[config.mk]
export PLATFORM = sky130hd
export DESIGN_NAME = uart_rx_fifo_flat
export DESIGN_NICKNAME = d
export VERILOG_FILES = /design/src/rtl/uart_rx_fifo_if.sv /design/src/rtl/uart_rx_fifo.sv /design/src/flat_wrapper.sv
export SDC_FILE = /design/constraint.sdc
export NUM_CORES = 1
export LEC_CHECK = 0
export ABC_CLOCK_PERIOD_IN_PS = 7100
export CAP_MARGIN = 40
export CORE_MARGIN = 10
export CORE_UTILIZATION = 42
export CTS_BUF_LIST = sky130_fd_sc_hd__clkbuf_2
export DETAILED_ROUTE_END_ITERATION = 8
export PLACE_DENSITY_LB_ADDON = 0.3
export SLEW_MARGIN = 10
export SYNTH_ARGS = -nofsm -noshare
export SYNTH_HDL_FRONTEND = slang
export SYNTH_SLANG_ARGS = --single-unit
[constraint.sdc]
create_clock -name clk -period 7.1 [get_ports clk]
set_input_delay 1.775 -clock clk [delete_from_list [all_inputs] [get_ports clk]]
set_output_delay 1.775 -clock clk [all_outputs]
set_load 0.01 [all_outputs]
[src/rtl/uart_rx_fifo_if.sv]
// Bus-side signal bundle of the UART receiver: serial input, pop strobe,
// FIFO head word, occupancy and error pulses.
interface uart_rx_fifo_if #(
  parameter int FIFO_DEPTH = 16
);
  logic                          rx_in;
  logic                          data_rd;
  logic [31:0]                   data;
  logic [$clog2(FIFO_DEPTH):0]   level;
  logic                          frame_err;
  logic                          overrun_err;

  // master: SoC side (drives the line and the pop strobe)
  modport master (
    output rx_in, data_rd,
    input  data, level, frame_err, overrun_err
  );

  // slave: the receiver itself
  modport slave (
    input  rx_in, data_rd,
    output data, level, frame_err, overrun_err
  );
endinterface

[src/rtl/uart_rx_fifo.sv]
// 8N1 UART receiver feeding a circular receive FIFO; an empty FIFO reads as
// all-ones so the legacy data-ready test !(&data) keeps working.
module uart_rx_fifo #(
  parameter int SYSTEM_CLK = 100_000_000,
  parameter int BAUDRATE   = 115200,
  parameter int FIFO_DEPTH = 16
) (
  input logic           clk,
  input logic           resetn,
  uart_rx_fifo_if.slave bus
);
  localparam int DIV   = SYSTEM_CLK / BAUDRATE;
  localparam int HALF  = DIV / 2;
  localparam int CNT_W = (DIV > 1) ? $clog2(DIV) : 1;
  localparam int PTR_W = $clog2(FIFO_DEPTH);
  localparam int LVL_W = PTR_W + 1;

  localparam logic [CNT_W-1:0] BIT_END  = CNT_W'(DIV - 1);
  localparam logic [CNT_W-1:0] HALF_END = CNT_W'(HALF - 1);
  localparam logic [LVL_W-1:0] FULL_CNT = LVL_W'(FIFO_DEPTH);

  // ---------------- synchroniser and edge detect ----------------
  logic [1:0] sync_reg;
  logic       rxs_prev_reg;
  logic       rxs;

  assign rxs = sync_reg[1];

  always_ff @(posedge clk) begin
    if (!resetn) begin
      sync_reg     <= 2'b11;
      rxs_prev_reg <= 1'b1;
    end else begin
      sync_reg     <= {sync_reg[0], bus.rx_in};
      rxs_prev_reg <= rxs;
    end
  end

  // ---------------- receive FSM ----------------
  typedef enum logic [2:0] {
    S_IDLE,
    S_START,
    S_DATA,
    S_STOP,
    S_WAIT_IDLE
  } state_t;

  state_t           state_reg;
  logic [CNT_W-1:0] cnt_reg;
  logic [2:0]       bit_idx_reg;
  logic [7:0]       shift_reg;
  logic             frame_err_reg;
  logic             push_fire;

  // A good stop bit hands the assembled byte straight to the FIFO on this edge.
  assign push_fire = (state_reg == S_STOP) && (cnt_reg == BIT_END) && rxs;

  always_ff @(posedge clk) begin
    if (!resetn) begin
      state_reg     <= S_IDLE;
      cnt_reg       <= '0;
      bit_idx_reg   <= '0;
      shift_reg     <= '0;
      frame_err_reg <= 1'b0;
    end else begin
      frame_err_reg <= 1'b0;
      case (state_reg)
        S_IDLE: begin
          if (rxs_prev_reg && !rxs) begin
            state_reg <= S_START;
            cnt_reg   <= '0;
          end
        end
        S_START: begin
          if (cnt_reg == HALF_END) begin
            cnt_reg     <= '0;
            bit_idx_reg <= '0;
            state_reg   <= rxs ? S_IDLE : S_DATA;
          end else begin
            cnt_reg <= cnt_reg + 1'b1;
          end
        end
        S_DATA: begin
          if (cnt_reg == BIT_END) begin
            cnt_reg     <= '0;
            shift_reg   <= {rxs, shift_reg[7:1]};
            bit_idx_reg <= bit_idx_reg + 3'd1;
            if (bit_idx_reg == 3'd7) begin
              state_reg <= S_STOP;
            end
          end else begin
            cnt_reg <= cnt_reg + 1'b1;
          end
        end
        S_STOP: begin
          if (cnt_reg == BIT_END) begin
            cnt_reg <= '0;
            if (rxs) begin
              state_reg <= S_IDLE;
            end else begin
              frame_err_reg <= 1'b1;
              state_reg     <= S_WAIT_IDLE;
            end
          end else begin
            cnt_reg <= cnt_reg + 1'b1;
          end
        end
        S_WAIT_IDLE: begin
          // a held-low line must return high before a new start is armed
          if (rxs) begin
            state_reg <= S_IDLE;
            cnt_reg   <= '0;
          end
        end
        default: begin
          state_reg <= S_IDLE;
          cnt_reg   <= '0;
        end
      endcase
    end
  end

  // ---------------- receive FIFO ----------------
  logic [7:0]       mem [FIFO_DEPTH];
  logic [PTR_W-1:0] wptr_reg;
  logic [PTR_W-1:0] rptr_reg;
  logic [LVL_W-1:0] count_reg;
  logic             overrun_reg;
  logic             fifo_empty;
  logic             fifo_full;
  logic             do_pop;
  logic             do_push;

  assign fifo_empty = (count_reg == '0);
  assign fifo_full  = (count_reg == FULL_CNT);
  assign do_pop     = bus.data_rd && !fifo_empty;
  // a simultaneous pop frees the slot, so a full FIFO can still accept
  assign do_push    = push_fire && (!fifo_full || do_pop);

  always_ff @(posedge clk) begin
    if (do_push) begin
      mem[wptr_reg] <= shift_reg;
    end
  end

  always_ff @(posedge clk) begin
    if (!resetn) begin
      wptr_reg    <= '0;
      rptr_reg    <= '0;
      count_reg   <= '0;
      overrun_reg <= 1'b0;
    end else begin
      overrun_reg <= push_fire && fifo_full && !do_pop;
      if (do_push) begin
        wptr_reg <= wptr_reg + 1'b1;
      end
      if (do_pop) begin
        rptr_reg <= rptr_reg + 1'b1;
      end
      if (do_push && !do_pop) begin
        count_reg <= count_reg + 1'b1;
      end else if (do_pop && !do_push) begin
        count_reg <= count_reg - 1'b1;
      end
    end
  end

  assign bus.data        = fifo_empty ? 32'hFFFF_FFFF : {24'h0, mem[rptr_reg]};
  assign bus.level       = count_reg;
  assign bus.frame_err   = frame_err_reg;
  assign bus.overrun_err = overrun_reg;

endmodule

[src/flat_wrapper.sv]
// flat-port wrapper written by rule: the top's interface ports become plain ports
module uart_rx_fifo_flat 
#(
  parameter int SYSTEM_CLK = 100_000_000,
  parameter int BAUDRATE   = 115200,
  parameter int FIFO_DEPTH = 16
)
  (clk, resetn, bus_rx_in, bus_data_rd, bus_data, bus_level, bus_frame_err, bus_overrun_err);
  uart_rx_fifo_if #(.FIFO_DEPTH(FIFO_DEPTH)) bus_i ();
  input logic clk;
  input logic resetn;
  input wire logic [$bits(bus_i.rx_in)-1:0] bus_rx_in;
  input wire logic [$bits(bus_i.data_rd)-1:0] bus_data_rd;
  output wire logic [$bits(bus_i.data)-1:0] bus_data;
  output wire logic [$bits(bus_i.level)-1:0] bus_level;
  output wire logic [$bits(bus_i.frame_err)-1:0] bus_frame_err;
  output wire logic [$bits(bus_i.overrun_err)-1:0] bus_overrun_err;
  assign bus_i.rx_in = bus_rx_in;
  assign bus_i.data_rd = bus_data_rd;
  assign bus_data = bus_i.data;
  assign bus_level = bus_i.level;
  assign bus_frame_err = bus_i.frame_err;
  assign bus_overrun_err = bus_i.overrun_err;
  uart_rx_fifo #(.SYSTEM_CLK(SYSTEM_CLK), .BAUDRATE(BAUDRATE), .FIFO_DEPTH(FIFO_DEPTH)) u_core (.clk(clk), .resetn(resetn), .bus(bus_i));
endmodule
==> reports/results.tsv, run 1 <==
metric	value	unit
run status	complete, no violations	
number of global-route vias before repair	4132	
Yosys reg bits	174	
peak supply drop	131	uV
post-CTS setup buffers	0	
Sink Count	174	
fin area	8210	um2
pwr dens	202	nW/um2
H-tree depth	4	
DR vias	4061	
syn_area_per_cell	15.2	um2
commonest non-fill, non-tap cell in the layout	edfxtp_1	
cells after synthesis	490	
largest net degree at the start of global routing	42	
# rows	48	
DIE AREA	23400	um2
Net Count, Synth	509	
Worst EP arrival	3.69	ns
Fmax	0.183	GHz
PortBufs	42	
RSZ-0062 raised after global routing	no	
Synth Flop Type	edfxtp_1	
most frequent cells in the layout	128 x edfxtp_1, 44 x dfxtp_1, 42 x clkdlybuf4s50_1, 40 x mux4_2, 29 x nand2_1	
initial core utilization	43.0	%
GP Congestion	0.782	
wire per inst	19.6	um
layout cell share with drive strength beyond 1	15.6	%
Worst Setup Slack post-DPL	2.06	ns
Initial DRT Pass Iterations	5	
# nets final	530	
vias per cell	5.42	
library cells used by synthesis	55	
n_diodes	0	
CP Class	reg2out	
Final Skew	0.0297	ns
MaxCap Viol Count	0	
Final period util	77.0	%
Largest register FFs	128	
synthesis-to-finish area growth	10.5	%
multi-input combinational cell area	2360	um2
grt ovf	0	
Crit. End Element	output port	
EDFF count, synth	128	
Worst setup SP type	register	
Root Driver	clkbuf_2	
Static Leak	2.71	nW
crit-path max FO	17	
io pins	43	
overall routing resource usage	12.8	%
Synth top area share	51.7	%
Post-Syn Area	7430	um2
worst setup margin	1.63	ns
Seq/Total Area, Yosys	64.1	%
Antenna Nets Post-Route	0	
Worst-path clk slew	0.22	ns
first-pass GRT wire length	23.5	mm
Setup TNS	0	ns
chip width	153	um
HP Class	reg2reg	
Worst-Margin Slew	0.854	ns
CTS buffer count	17	
CP Data Required Time	5.33	ns
Longest Clk Path Bufs	2	
count of cells resized by post-cts repair	0	
Iter 0 DRT Violations	257	
post-detail-place hpwl	9.70	mm
Die Span Y	153	um
Worst-Skew Late Latency	0.76	ns
sequential cell area	4770	um2
core area	17300	um2
CTS tree	yes	
Setup Viol. Count Final	0	
Area contributors post-synth	edfxtp_1 52%, dfxtp_1 12%, mux4_2 12%, buf_4 2.4%, ha_1 2.4%	
Synth async-reset ratio	0	%
Tmin final	5.47	ns
initial antenna violation count	0	
Fillers	1493	
placed cell area	7940	um2
cell accounting for the most synthesized area	edfxtp_1	
Hold-fix buffers, CTS	0	
Hold WS	0.439	ns
routed wire length	14.7	mm
worst rel slew slack	42.9	%
Final Hold Viols	0	
DRC Markers	0	
Pins Over Slew Limit	0	
Synth Warn #	0	
## critical path: stages, from the launching register on
cell	delay, ns
dfxtp_2	0.77
buf_4	0.43
mux4_2	0.55
mux4_2	0.49
or2_1	0.22
clkdlybuf4s50_1	0.48
## path summary, 6_finish.rpt
kind / slack (ns) / endpoint / depth (start not counted) / start
setup / recovery: 1.63 / bus_data[5] / 5 / register
hold / removal: 0.44 / u_core.sync_reg[1] / 1 / u_core.sync_reg[0]
setup reg to reg: 3.49 / u_core.bus.level[4] / 12 / u_core.cnt_reg[0]
hold reg to reg: 0.44 / u_core.sync_reg[1] / 1 / u_core.sync_reg[0]
## synthesized netlist by cell type, types with 8 or more instances
library cell and count:
buf_4 24, dfxtp_1 46, edfxtp_1 128, mux4_2 40, inv_1 10, ha_1 14, o21ai_0 15, nor2b_1 9
and2_1 14, or2_1 8, nand2_1 29, clkbuf_1 16, and3_1 14, a21boi_0 14, nand3_1 16
## layout make-up
cell class / instances / area share, %
flip-flops and latches: 174 / 58.1
multi-input cells: 259 / 28.8
repair buffers: 49 / 6.00
well taps: 225 / 3.43
clock inverters: 13 / 2.09
clock buffers: 19 / 1.16
inverters: 10 / 0.457
## metal layers
layer  global-route usage, %  wire, um  vias to the layer above
met5                       0         0                        -
met4                    3.81       106                        0
met3                    3.76       881                       14
met2                    20.6      7150                      110
met1                    16.3      6570                     2041
li1                        -         -                     1896
## through the flow
| step | util [%] | power (mW) | cells |
|---|---|---|---|
| after detailed placement | 45.9 | 1.12 | 717 |
| after floorplan | - | 1.11 | 490 |
| after global routing | 47.5 | 1.73 | 749 |
| final | 47.5 | 1.66 | 749 |
| after CTS | 47.5 | 1.67 | 749 |
| after global placement | 45.6 | 1.12 | 713 |
## cell families after synthesis
group	share of synthesized area (%)
flops	64.1
simple gates	10.2
compound gates	5.15
buf+inv	4.19
mux	12.5
fa+ha+maj	2.63
xor+xnor	1.18
## power breakdown
part	internal (mW)	switching [mW]
sequential	1.08	0.00256
clock	0.230	0.332
combinational	0.00828	0.0106
total	1.32	0.345
(Power assumes the default switching activity.)
==> inputs of run 2 (changes only) <==
--- a/config.mk
+++ b/config.mk
@@ -5,7 +5,7 @@
 export SDC_FILE = /design/constraint.sdc
 export NUM_CORES = 1
 export LEC_CHECK = 0
-export ABC_CLOCK_PERIOD_IN_PS = 7100
+export ABC_CLOCK_PERIOD_IN_PS = 4850
 export CAP_MARGIN = 40
 export CORE_MARGIN = 10
 export CORE_UTILIZATION = 42
==> constraint.sdc (replaced) <==
create_clock -name clk -period 4.85 [get_ports clk]
set_input_delay 1.2125 -clock clk [delete_from_list [all_inputs] [get_ports clk]]
set_output_delay 1.2125 -clock clk [all_outputs]
set_load 0.01 [all_outputs]
==> run 2 against run 1 <==
Compared with the run above: sequential power is 46% higher; count of clock-buffer cells in the layout is 2 lower; cell area is 0.23% lower; largest power group unchanged; first-iteration DRC count increased by 5.1%; die area is the same; critical path type unchanged; critical endpoint is now bus_data[6].
==> reports/results.tsv, run 2 (synthesis gave the netlist of run 1 again) <==
metric	value	unit
run status	complete, no violations	
Antenna Nets Post-Route	0	
crit path cell chain	buf_12, mux4_2, mux4_2, or2_1, clkdlybuf4s50_1	
Initial DRT Pass Iterations	5	
CTS tree	yes	
vias per cell	5.38	
Iter 0 DRT Violations	270	
WL met3	863	um
DIE AREA	23400	um2
fin area	8190	um2
Static Leak	2.70	nW
Final Skew	0.0292	ns
# rows	48	
routed wire length	15.2	mm
count of cells resized by post-cts repair	0	
WL met2	7.43	mm
Sink Count	174	
CP Class	reg2out	
Worst setup SP type	register	
GP Congestion	0.788	
post-CTS setup buffers	0	
most frequent CP cell	mux4_2	
Setup Viol. Count Final	0	
core area	17300	um2
n_diodes	0	
max layer used	met4	
Tmin final	4.48	ns
post-detail-place hpwl	9.87	mm
Fillers	1520	
HP Class	reg2reg	
Pins Over Slew Limit	0	
M1 WL	6.80	mm
number of global-route vias before repair	4088	
Longest Clk Path Bufs	2	
worst path bufs/invs	2	
io pins	43	
commonest non-fill, non-tap cell in the layout	edfxtp_1	
overall routing resource usage	13.2	%
peak supply drop	237	uV
CTS buffer count	17	
Final period util	92.4	%
grt ovf	0	
H-tree depth	4	
first-pass GRT wire length	24.1	mm
chip width	153	um
pwr dens	289	nW/um2
Worst EP arrival	3.27	ns
synthesis-to-finish area growth	10.2	%
Die Span Y	153	um
PortBufs	42	
crit-path max FO	19	
DRC Markers	0	
CP Data Required Time	3.64	ns
Largest register FFs	128	
initial antenna violation count	0	
initial core utilization	43.0	%
Crit. End Element	output port	
Fmax	0.223	GHz
wire per inst	20.2	um
placed cell area	7950	um2
DR vias	4043	
Largest delay share family, worst path	multiplexers	
worst rel slew slack	47.1	%
Worst-Skew Late Latency	0.74	ns
RSZ-0062 raised after global routing	no	
MaxCap Viol Count	0	
largest net degree at the start of global routing	33	
Setup TNS	0	ns
slowest CP cell	dfxtp_4	
# nets final	532	
Worst-path clk slew	0.23	ns
Hold-fix buffers, CTS	0	
Final Hold Viols	0	
Root Driver	clkbuf_2	
layout cell share with drive strength beyond 1	16.3	%
Worst-Margin Slew	0.791	ns
most frequent cells in the layout	128 x edfxtp_1, 45 x dfxtp_1, 42 x clkdlybuf4s50_1, 40 x mux4_2, 29 x nand2_1	
Max stage delay on crit path	0.59	ns
==> run 2: cell types whose count changed in the layout (fill, tap and decap cells not counted), sizes merged <==
cell      delta
clkbuf       -2
buf          +2
bufinv       -2
inv          +4
clkinv       -2
clkinvlp     +2
==> run 2: worst paths after layout <==
check                             end  cells past startpoint                start  slack [ns]
setup reg to reg  u_core.bus.level[4]                     12  u_core.bus.level[0]        1.52
hold / removal     u_core.sync_reg[1]                      1   u_core.sync_reg[0]        0.45
hold reg to reg    u_core.sync_reg[1]                      1   u_core.sync_reg[0]        0.45
setup / recovery          bus_data[6]                      5             register        0.37
==> run 2: layout make-up <==
type / count / area, um2 / area share [%]
flip-flops and latches: 174 / 4770 / 58.2
inverters: 10 / 37.5 / 0.458
clock buffers: 17 / 85.1 / 1.04
repair buffers: 51 / 500 / 6.11
clock inverters: 15 / 159 / 1.94
multi-input cells: 259 / 2360 / 28.8
well taps: 225 / 282 / 3.44
==> run 2: layer usage <==
layer  global-route usage [%]  vias to the layer above
met5                        0                        -
met4                     3.54                        0
met3                     3.98                        9
met2                     20.9                      105
met1                     17.3                     2031
li1                         -                     1898
==> run 2: power by group <==
group | internal [mW] | switching [mW] | leakage, nW
logic | 0.0123 | 0.0155 | 1.00
registers | 1.58 | 0.00371 | 1.56
clock network | 0.243 | 0.517 | 0.137
total | 1.83 | 0.536 | 2.70
==> run 2: metrics by stage <==
step                total power [mW]  cells  utilization, %  hold slack [ns]  worst slack (ns)
detailed placement              1.64    719            45.9            0.408             0.774
global placement                1.64    718            45.9            0.390             0.906
floorplan                       1.63    490               -            0.386              1.30
finish                          2.37    751            47.4            0.448             0.367
global route                    2.46    751            47.4            0.486             0.131
CTS                             2.39    751            47.3            0.456            0.0788
